## src/rtl/vector_op_sequencer.sv

```systemverilog
// ============================================================================
// Module   : vector_op_sequencer
// Purpose  : Element-wise vector op sequencer: RF read, 1-deep operand stage,
//            ALU writeback. Optional host write port under VSEQ_HOST_WR_EN.
// Revision : 1.0
// ============================================================================
`default_nettype none

module vector_op_sequencer #(
  parameter int ADDR_WIDTH = 5,
  parameter int DATA_WIDTH = 32,
  parameter int NUM_ELE    = 32
) (
  input  logic                  clk,
  input  logic                  reset,
  input  logic                  cmd_valid,
  output logic                  cmd_ready,
  input  logic [ADDR_WIDTH-1:0] cmd_vd,
  input  logic [ADDR_WIDTH-1:0] cmd_vs1,
  input  logic [ADDR_WIDTH-1:0] cmd_vs2,
  input  logic [ADDR_WIDTH:0]   cmd_vl,
  output logic                  busy,
  output logic                  done,
  output logic [ADDR_WIDTH-1:0] rf_rAddr1_1,
  output logic [ADDR_WIDTH-1:0] rf_rAddr2_1,
  output logic [ADDR_WIDTH-1:0] rf_rAddr1_2,
  output logic [ADDR_WIDTH-1:0] rf_rAddr2_2,
  input  logic [DATA_WIDTH-1:0] rf_rData1,
  input  logic [DATA_WIDTH-1:0] rf_rData2,
  output logic [ADDR_WIDTH-1:0] rf_wAddr1,
  output logic [ADDR_WIDTH-1:0] rf_wAddr2,
  output logic [DATA_WIDTH-1:0] rf_wData,
  output logic                  rf_wEnable,
`ifdef VSEQ_HOST_WR_EN
  input  logic                  host_wr_valid,
  output logic                  host_wr_ready,
  input  logic [ADDR_WIDTH-1:0] host_wr_reg,
  input  logic [ADDR_WIDTH-1:0] host_wr_ele,
  input  logic [DATA_WIDTH-1:0] host_wr_data,
`endif
  output logic [DATA_WIDTH-1:0] alu_a,
  output logic [DATA_WIDTH-1:0] alu_b,
  input  logic [DATA_WIDTH-1:0] alu_y
);

  typedef enum logic [1:0] {
    ST_IDLE  = 2'd0,
    ST_RUN   = 2'd1,
    ST_DRAIN = 2'd2
  } state_t;

  localparam logic [ADDR_WIDTH:0] MAX_LEN = (ADDR_WIDTH+1)'(NUM_ELE);

  state_t                state_q, state_d;
  logic [ADDR_WIDTH-1:0] vd_q, vd_d;
  logic [ADDR_WIDTH-1:0] vs1_q, vs1_d;
  logic [ADDR_WIDTH-1:0] vs2_q, vs2_d;
  logic [ADDR_WIDTH:0]   len_q, len_d;
  logic [ADDR_WIDTH-1:0] idx_q, idx_d;
  logic                  opv_q, opv_d;
  logic [DATA_WIDTH-1:0] opa_q, opa_d;
  logic [DATA_WIDTH-1:0] opb_q, opb_d;
  logic [ADDR_WIDTH-1:0] opidx_q, opidx_d;

  logic [ADDR_WIDTH:0]   eff_len;
  logic                  last_issue;

  always_ff @(posedge clk or posedge reset) begin
    if (reset) begin
      state_q <= ST_IDLE;
      vd_q    <= '0;
      vs1_q   <= '0;
      vs2_q   <= '0;
      len_q   <= '0;
      idx_q   <= '0;
      opv_q   <= 1'b0;
      opa_q   <= '0;
      opb_q   <= '0;
      opidx_q <= '0;
    end else begin
      state_q <= state_d;
      vd_q    <= vd_d;
      vs1_q   <= vs1_d;
      vs2_q   <= vs2_d;
      len_q   <= len_d;
      idx_q   <= idx_d;
      opv_q   <= opv_d;
      opa_q   <= opa_d;
      opb_q   <= opb_d;
      opidx_q <= opidx_d;
    end
  end

  assign eff_len    = (cmd_vl > MAX_LEN) ? MAX_LEN : cmd_vl;
  assign last_issue = ({1'b0, idx_q} == (len_q - (ADDR_WIDTH+1)'(1)));

  always_comb begin
    state_d = state_q;
    vd_d    = vd_q;
    vs1_d   = vs1_q;
    vs2_d   = vs2_q;
    len_d   = len_q;
    idx_d   = idx_q;
    opv_d   = 1'b0;
    opa_d   = opa_q;
    opb_d   = opb_q;
    opidx_d = opidx_q;

    case (state_q)
      ST_IDLE: begin
        if (cmd_valid) begin
          vd_d    = cmd_vd;
          vs1_d   = cmd_vs1;
          vs2_d   = cmd_vs2;
          len_d   = eff_len;
          idx_d   = '0;
          state_d = (eff_len == '0) ? ST_DRAIN : ST_RUN;
        end
      end
      ST_RUN: begin
        // Element idx_q is read this cycle and written next cycle.
        opv_d   = 1'b1;
        opa_d   = rf_rData1;
        opb_d   = rf_rData2;
        opidx_d = idx_q;
        idx_d   = idx_q + ADDR_WIDTH'(1);
        if (last_issue) begin
          state_d = ST_DRAIN;
        end
      end
      ST_DRAIN: begin
        state_d = ST_IDLE;
      end
      default: begin
        state_d = ST_IDLE;
      end
    endcase
  end

  always_comb begin
    cmd_ready   = (state_q == ST_IDLE) && !reset;
    busy        = ((state_q == ST_RUN) || (state_q == ST_DRAIN)) && !reset;
    done        = (state_q == ST_DRAIN) && !reset;
    rf_rAddr1_1 = (state_q == ST_RUN) ? vs1_q : '0;
    rf_rAddr2_1 = (state_q == ST_RUN) ? idx_q : '0;
    rf_rAddr1_2 = (state_q == ST_RUN) ? vs2_q : '0;
    rf_rAddr2_2 = (state_q == ST_RUN) ? idx_q : '0;
    alu_a       = opa_q;
    alu_b       = opb_q;
  end

`ifdef VSEQ_HOST_WR_EN
  logic host_wr_fire;

  // The host only gets the port in cycles with no staged sequencer write.
  assign host_wr_ready = !opv_q && !reset;
  assign host_wr_fire  = host_wr_valid && host_wr_ready;

  always_comb begin
    rf_wEnable = 1'b0;
    rf_wAddr1  = '0;
    rf_wAddr2  = '0;
    rf_wData   = '0;
    if (opv_q) begin
      rf_wEnable = 1'b1;
      rf_wAddr1  = vd_q;
      rf_wAddr2  = opidx_q;
      rf_wData   = alu_y;
    end else if (host_wr_fire) begin
      rf_wEnable = 1'b1;
      rf_wAddr1  = host_wr_reg;
      rf_wAddr2  = host_wr_ele;
      rf_wData   = host_wr_data;
    end
  end
`else
  always_comb begin
    rf_wEnable = opv_q;
    rf_wAddr1  = opv_q ? vd_q    : '0;
    rf_wAddr2  = opv_q ? opidx_q : '0;
    rf_wData   = opv_q ? alu_y   : '0;
  end
`endif

endmodule

`default_nettype wire

```

## config.mk

```make
export PLATFORM = sky130hd
export DESIGN_NAME = vector_op_sequencer
export DESIGN_NICKNAME = d
export VERILOG_FILES = /design/src/rtl/vector_op_sequencer.sv
export SDC_FILE = /design/constraint.sdc
export NUM_CORES = 1
export LEC_CHECK = 0
export BUFFER_PORTS_ARGS = -buffer_cell sky130_fd_sc_hd__buf_2
export CAP_MARGIN = 5
export CELL_PAD_IN_SITES_DETAIL_PLACEMENT = 0
export CELL_PAD_IN_SITES_GLOBAL_PLACEMENT = 1
export CORE_MARGIN = 2
export CORE_UTILIZATION = 35
export CTS_CLUSTER_DIAMETER = 150
export CTS_CLUSTER_SIZE = 24
export DETAILED_ROUTE_END_ITERATION = 12
export PLACE_DENSITY_LB_ADDON = 0.1
export SETUP_SLACK_MARGIN = 0.4
export SLEW_MARGIN = 30
export SYNTH_ARGS = -nofsm -noshare
export SYNTH_HDL_FRONTEND = slang
export SYNTH_SLANG_ARGS = --single-unit
```

## constraint.sdc

```tcl
create_clock -name clk -period 7.6 [get_ports clk]
set_clock_uncertainty 0.2 [all_clocks]
set_input_delay 0.76 -clock clk [delete_from_list [all_inputs] [get_ports clk]]
set_output_delay 0.76 -clock clk [all_outputs]
set_load 0.005 [all_outputs]
```

Word-level counts from Yosys, hierarchy flattened
Cells that the tools add are included.
- add/sub/neg operators: 2
- $lt $le $gt $ge: 1
- equality and inequality tests: 5
- multiplexer cells: 14
- reductions and logical operators: 11
- operators with widths (kind ; count):
    two-way mux 32 bit ; 1
    two-way mux 5 bit ; 6
    one-hot mux 5 bit (2 select lines) ; 1
    equality test 5 x 6 -> 1 bit ; 1
    > comparator 6 bit (second input constant) ; 1
    logical NOT 6 bit ; 1
    two-way mux 2 bit ; 3
    two-way mux 6 bit ; 1
    AND reduction 2 bit ; 3
    subtractor 6 x 1 -> 6 bit (second input constant) ; 1
    adder 5 x 1 -> 5 bit (second input constant) ; 1
    != test 2 bit (second input constant) ; 2
    one-hot mux 2 bit (2 select lines) ; 1
    logical AND 1 bit ; 3
    equality test 2 x 1 -> 1 bit (second input constant) ; 1
    equality test 2 bit (second input constant) ; 1
    logical NOT 2 bit ; 1
    nonzero test 2 bit ; 1
    logical NOT 1 bit ; 1
    logical OR 1 bit ; 1
    two-way mux 1 bit ; 1
- register bits: 98
- bits of input ports: 120
- output and inout port bits: 130
- word-level logic and storage cells: 43

Logic depth before layout (Yosys ltp)
- depth after elaboration: 6
- mapped depth: 8
- depth with buffers taken out: 8

Worst setup path before layout
OpenSTA, ideal clock, no wires.
- path kind: register to output
- from: register state_q[1]
- to: output rf_rAddr2_2[4]
- arrival time: 1362 ps
- required time: 6640 ps
- slack: 5278 ps
- stages on the path, launching flop included: 7
- path buffers: 3
- cells stage by stage: dfrtp_1 > inv_1 > ha_1 > clkbuf_1 > clkbuf_1 > and2_1 > buf_4
- longest elaborated chain between the ends: 2
- RTL lines (element ; RTL line ; text):
    start: declaration ; 54 ; state_t state_q, state_d;
    start signal: assignment ; 81 ; state_q <= state_d;
    equality test 2 x 1 -> 1 bit ; n/a ;
    two-way mux 5 bit ; n/a ;
    end: declaration ; 27 ; output logic [ADDR_WIDTH-1:0] rf_rAddr2_2,
Every way passes these cells.

Final worst setup path
- from: register state_q[1]
- to: output rf_rAddr2_2[2]
- longest elaborated chain between the ends: 2
- RTL lines (element ; RTL line ; text):
    equality test 2 x 1 -> 1 bit ; 147 ; rf_rAddr2_2 = (state_q == ST_RUN) ? idx_q : '0;
    two-way mux 5 bit ; 147 ;
Every way passes these cells.

==> impl_metrics.tcl <==
set metrics [dict create \
    cts_tree "done" \
    firstDrtPassIters 4 \
    setup_viol 0 \
    worst_pin_slew_ns 0.7549 \
    final_cells 749 \
    synth_area_leader_cell "dfrtp_1" \
    drtAntennaViolNets 0 \
    post_cts_buffers 0 \
    syn_avg_cell_area_um2 12.95 \
    core-area_um2 12060 \
    power_leakage_nw 3.109 \
    synthTopCellsByCount "dfrtp_1, mux2_2, and2_1" \
    grt-ovfl-total 0 \
    ys_warn_count 0 \
    worst_ep_arrival_time_ns 2.18 \
    min_path_type "input port to async pin" \
    ir_drop_mv 0.1002 \
    synth.most_common_cell "dfrtp_1" \
    cts-buffers-inserted 9 \
    fin_crit_sh_pct 41.38 \
    synth_ff_type "dfrtp_1" \
    drt_iter0_drc 85 \
    layout_min_cycle_time_ns 3.145 \
    startpoint_type "register" \
    cts_buffer_depth 2 \
    cts_max_level 3 \
    drc_errors 0 \
    synth.top_cell.area_share_pct 56.52 \
    wirelength_met1_um 4432 \
    hpwl_um 8033 \
    power_density_nw_per_um2 177.7 \
    dieArea_um2 13300 \
    setup-tns-final_ns 0 \
    timing_hold_violations_final 0 \
    ys_types 31 \
    syn_nets 460 \
    port_buffers 249 \
    num_rows 40 \
    cts_sinks 98 \
    track_usage_pct 15.63 \
    layout.nets 701 \
    die_y_um 115.3 \
    initial_core_util_pct 35.98 \
    slew_headroom_pct 49.68 \
    antenna_found_initial 0 \
    dp.cells 732 \
    crit_type "register to output pin" \
    via_count 3362 \
    syn_area_um2 4339 \
    grt_max_degree 83 \
    areaGrowthSynthToFinish_pct 38.96 \
    syn_inst 335 \
    grt_pass1_vias 3225 \
    worst_slack_ns 4.455 \
    worstPathRequired_ns 6.64 \
    ios 250 \
    hold_ws_ns 0.1724 \
    met3WireLength_um 1025 \
    ys_seq_area_share_pct 56.52 \
    hold_buffers 0 \
    clkLatencyLatePin_ns 0.34 \
    wl_per_cell_um 14.48 \
    synth_edf_count 0 \
    ys_top_cells_by_area "dfrtp_1, mux2_2, and2_1, xor2_1, ha_1" \
    status "complete, no violations" \
    report.final.slew_viol_count 0 \
    grt_first_pass_wirelength_um 16060 \
    antennaDiodeCount 0 \
    ys_ff_latch 98 \
    wl_met2_um 5276 \
    drive_above_1_share_pct 61.45 \
    path_clk_slew_ns 0.07 \
    synth_async_sr_flop_share_pct 100.0 \
    cp_max_fo 43 \
    place.gp.congestion 0.7202 \
    rsz0062_at_grt "no" \
    cap_violations 0 \
    die_w_um 115.3 \
    worstSetupEndpointType "output pin" \
    fmax_ghz 0.3180 \
    top_layer "met4" \
    drt-vias-per-instance 4.489 \
    pre_cts_ws_ns 4.670 \
    drt-total-wl_um 10850 \
    cts_root_buf "clkbuf_16" \
    cts-resized-gates 0 \
]
metrics by stage:
step                power (W)  instance area [um^2]  utilization (%)
finish               0.001071                  6030            49.99
global route         0.001127                  6030            49.99
CTS                  0.001090                  6008            49.81
detailed placement  0.0006543                  5728            47.49
global placement    0.0006520                  5722            47.44
floorplan           0.0005906                  4339                -
path summary, 6_finish.rpt:
kind	startpoint	end	slack, ns	cells past startpoint
max	state_q[1]	rf_rAddr2_2[2]	4.46	6
min	reset	alu_a[22]	0.17	2
max reg2reg	state_q[1]	idx_q[3]	5.27	8
min reg2reg	vd_q[0]	vd_q[0]	0.30	1
max in group asynchronous	reset	rf_wEnable	5.98	3
min in group clk	vd_q[0]	vd_q[0]	0.30	1
registers in the layout, summed over array words and instances, names as in the netlist:
signal      flops
opidx_q         5
alu_a          32
vd_q            5
vs2_q           5
alu_b          32
rf_wEnable      1
len_q           6
state_q         2
vs1_q           5
idx_q           5
cells by family after synthesis:
logic type	count (synthesis)	synth area share [%]
flip-flops	98	56.52
AND/OR/NAND/NOR	90	11.94
multiplexers	87	22.52
buffers and inverters	28	2.913
AO/OA/AOI/OAI	18	2.855
XOR/XNOR	9	1.817
adder cells (fa/ha/maj)	5	1.442
area by class of cell:
class / instances / area (um^2)
flip-flops and latches: 98 / 2454
inverters: 6 / 25.02
well taps: 168 / 210.2
fillers: 1128 / 6032
clock buffers: 12 / 246.5
multi-input cells: 209 / 1775
clock inverters: 4 / 33.78
repair buffers: 252 / 1285
layout by cell type, fill, tap and decap left out, types with 2 or more instances in the layout:
| master | count |
|---|---|
| a21oi_1 | 3 |
| o21ai_0 | 7 |
| nor2b_1 | 2 |
| clkbuf_1 | 2 |
| xor2_1 | 8 |
| inv_1 | 5 |
| clkbuf_16 | 9 |
| mux2i_1 | 2 |
| nand2_1 | 10 |
| buf_2 | 249 |
| or4_1 | 2 |
| dfrtp_1 | 97 |
| nor2_1 | 7 |
| nand2b_1 | 6 |
| inv_6 | 2 |
| ha_1 | 4 |
| and2_1 | 57 |
| mux2_2 | 85 |
| nand4_1 | 2 |
worst max-delay path, cell delays in order (launching register included):
cell and delay [ns]:
dfrtp_1 0.39, inv_1 0.11, ha_4 0.25, buf_4 0.45, buf_12 0.29, and2_1 0.18
buf_2 0.14
power by group:
group | internal (W) | total [W] | switching [W]
logic | 0.0000563 | 0.0000951 | 0.0000388
registers | 0.000539 | 0.000547 | 0.00000806
clock network | 0.000234 | 0.000430 | 0.000195
routing by layer:
metal,GRT usage [%],vias to the layer above
met5,0,-
met4,4.578,0
met3,5.324,11
met2,26.59,157
met1,18.82,1585
li1,-,1609
Power figures use the tool's default switching activity.
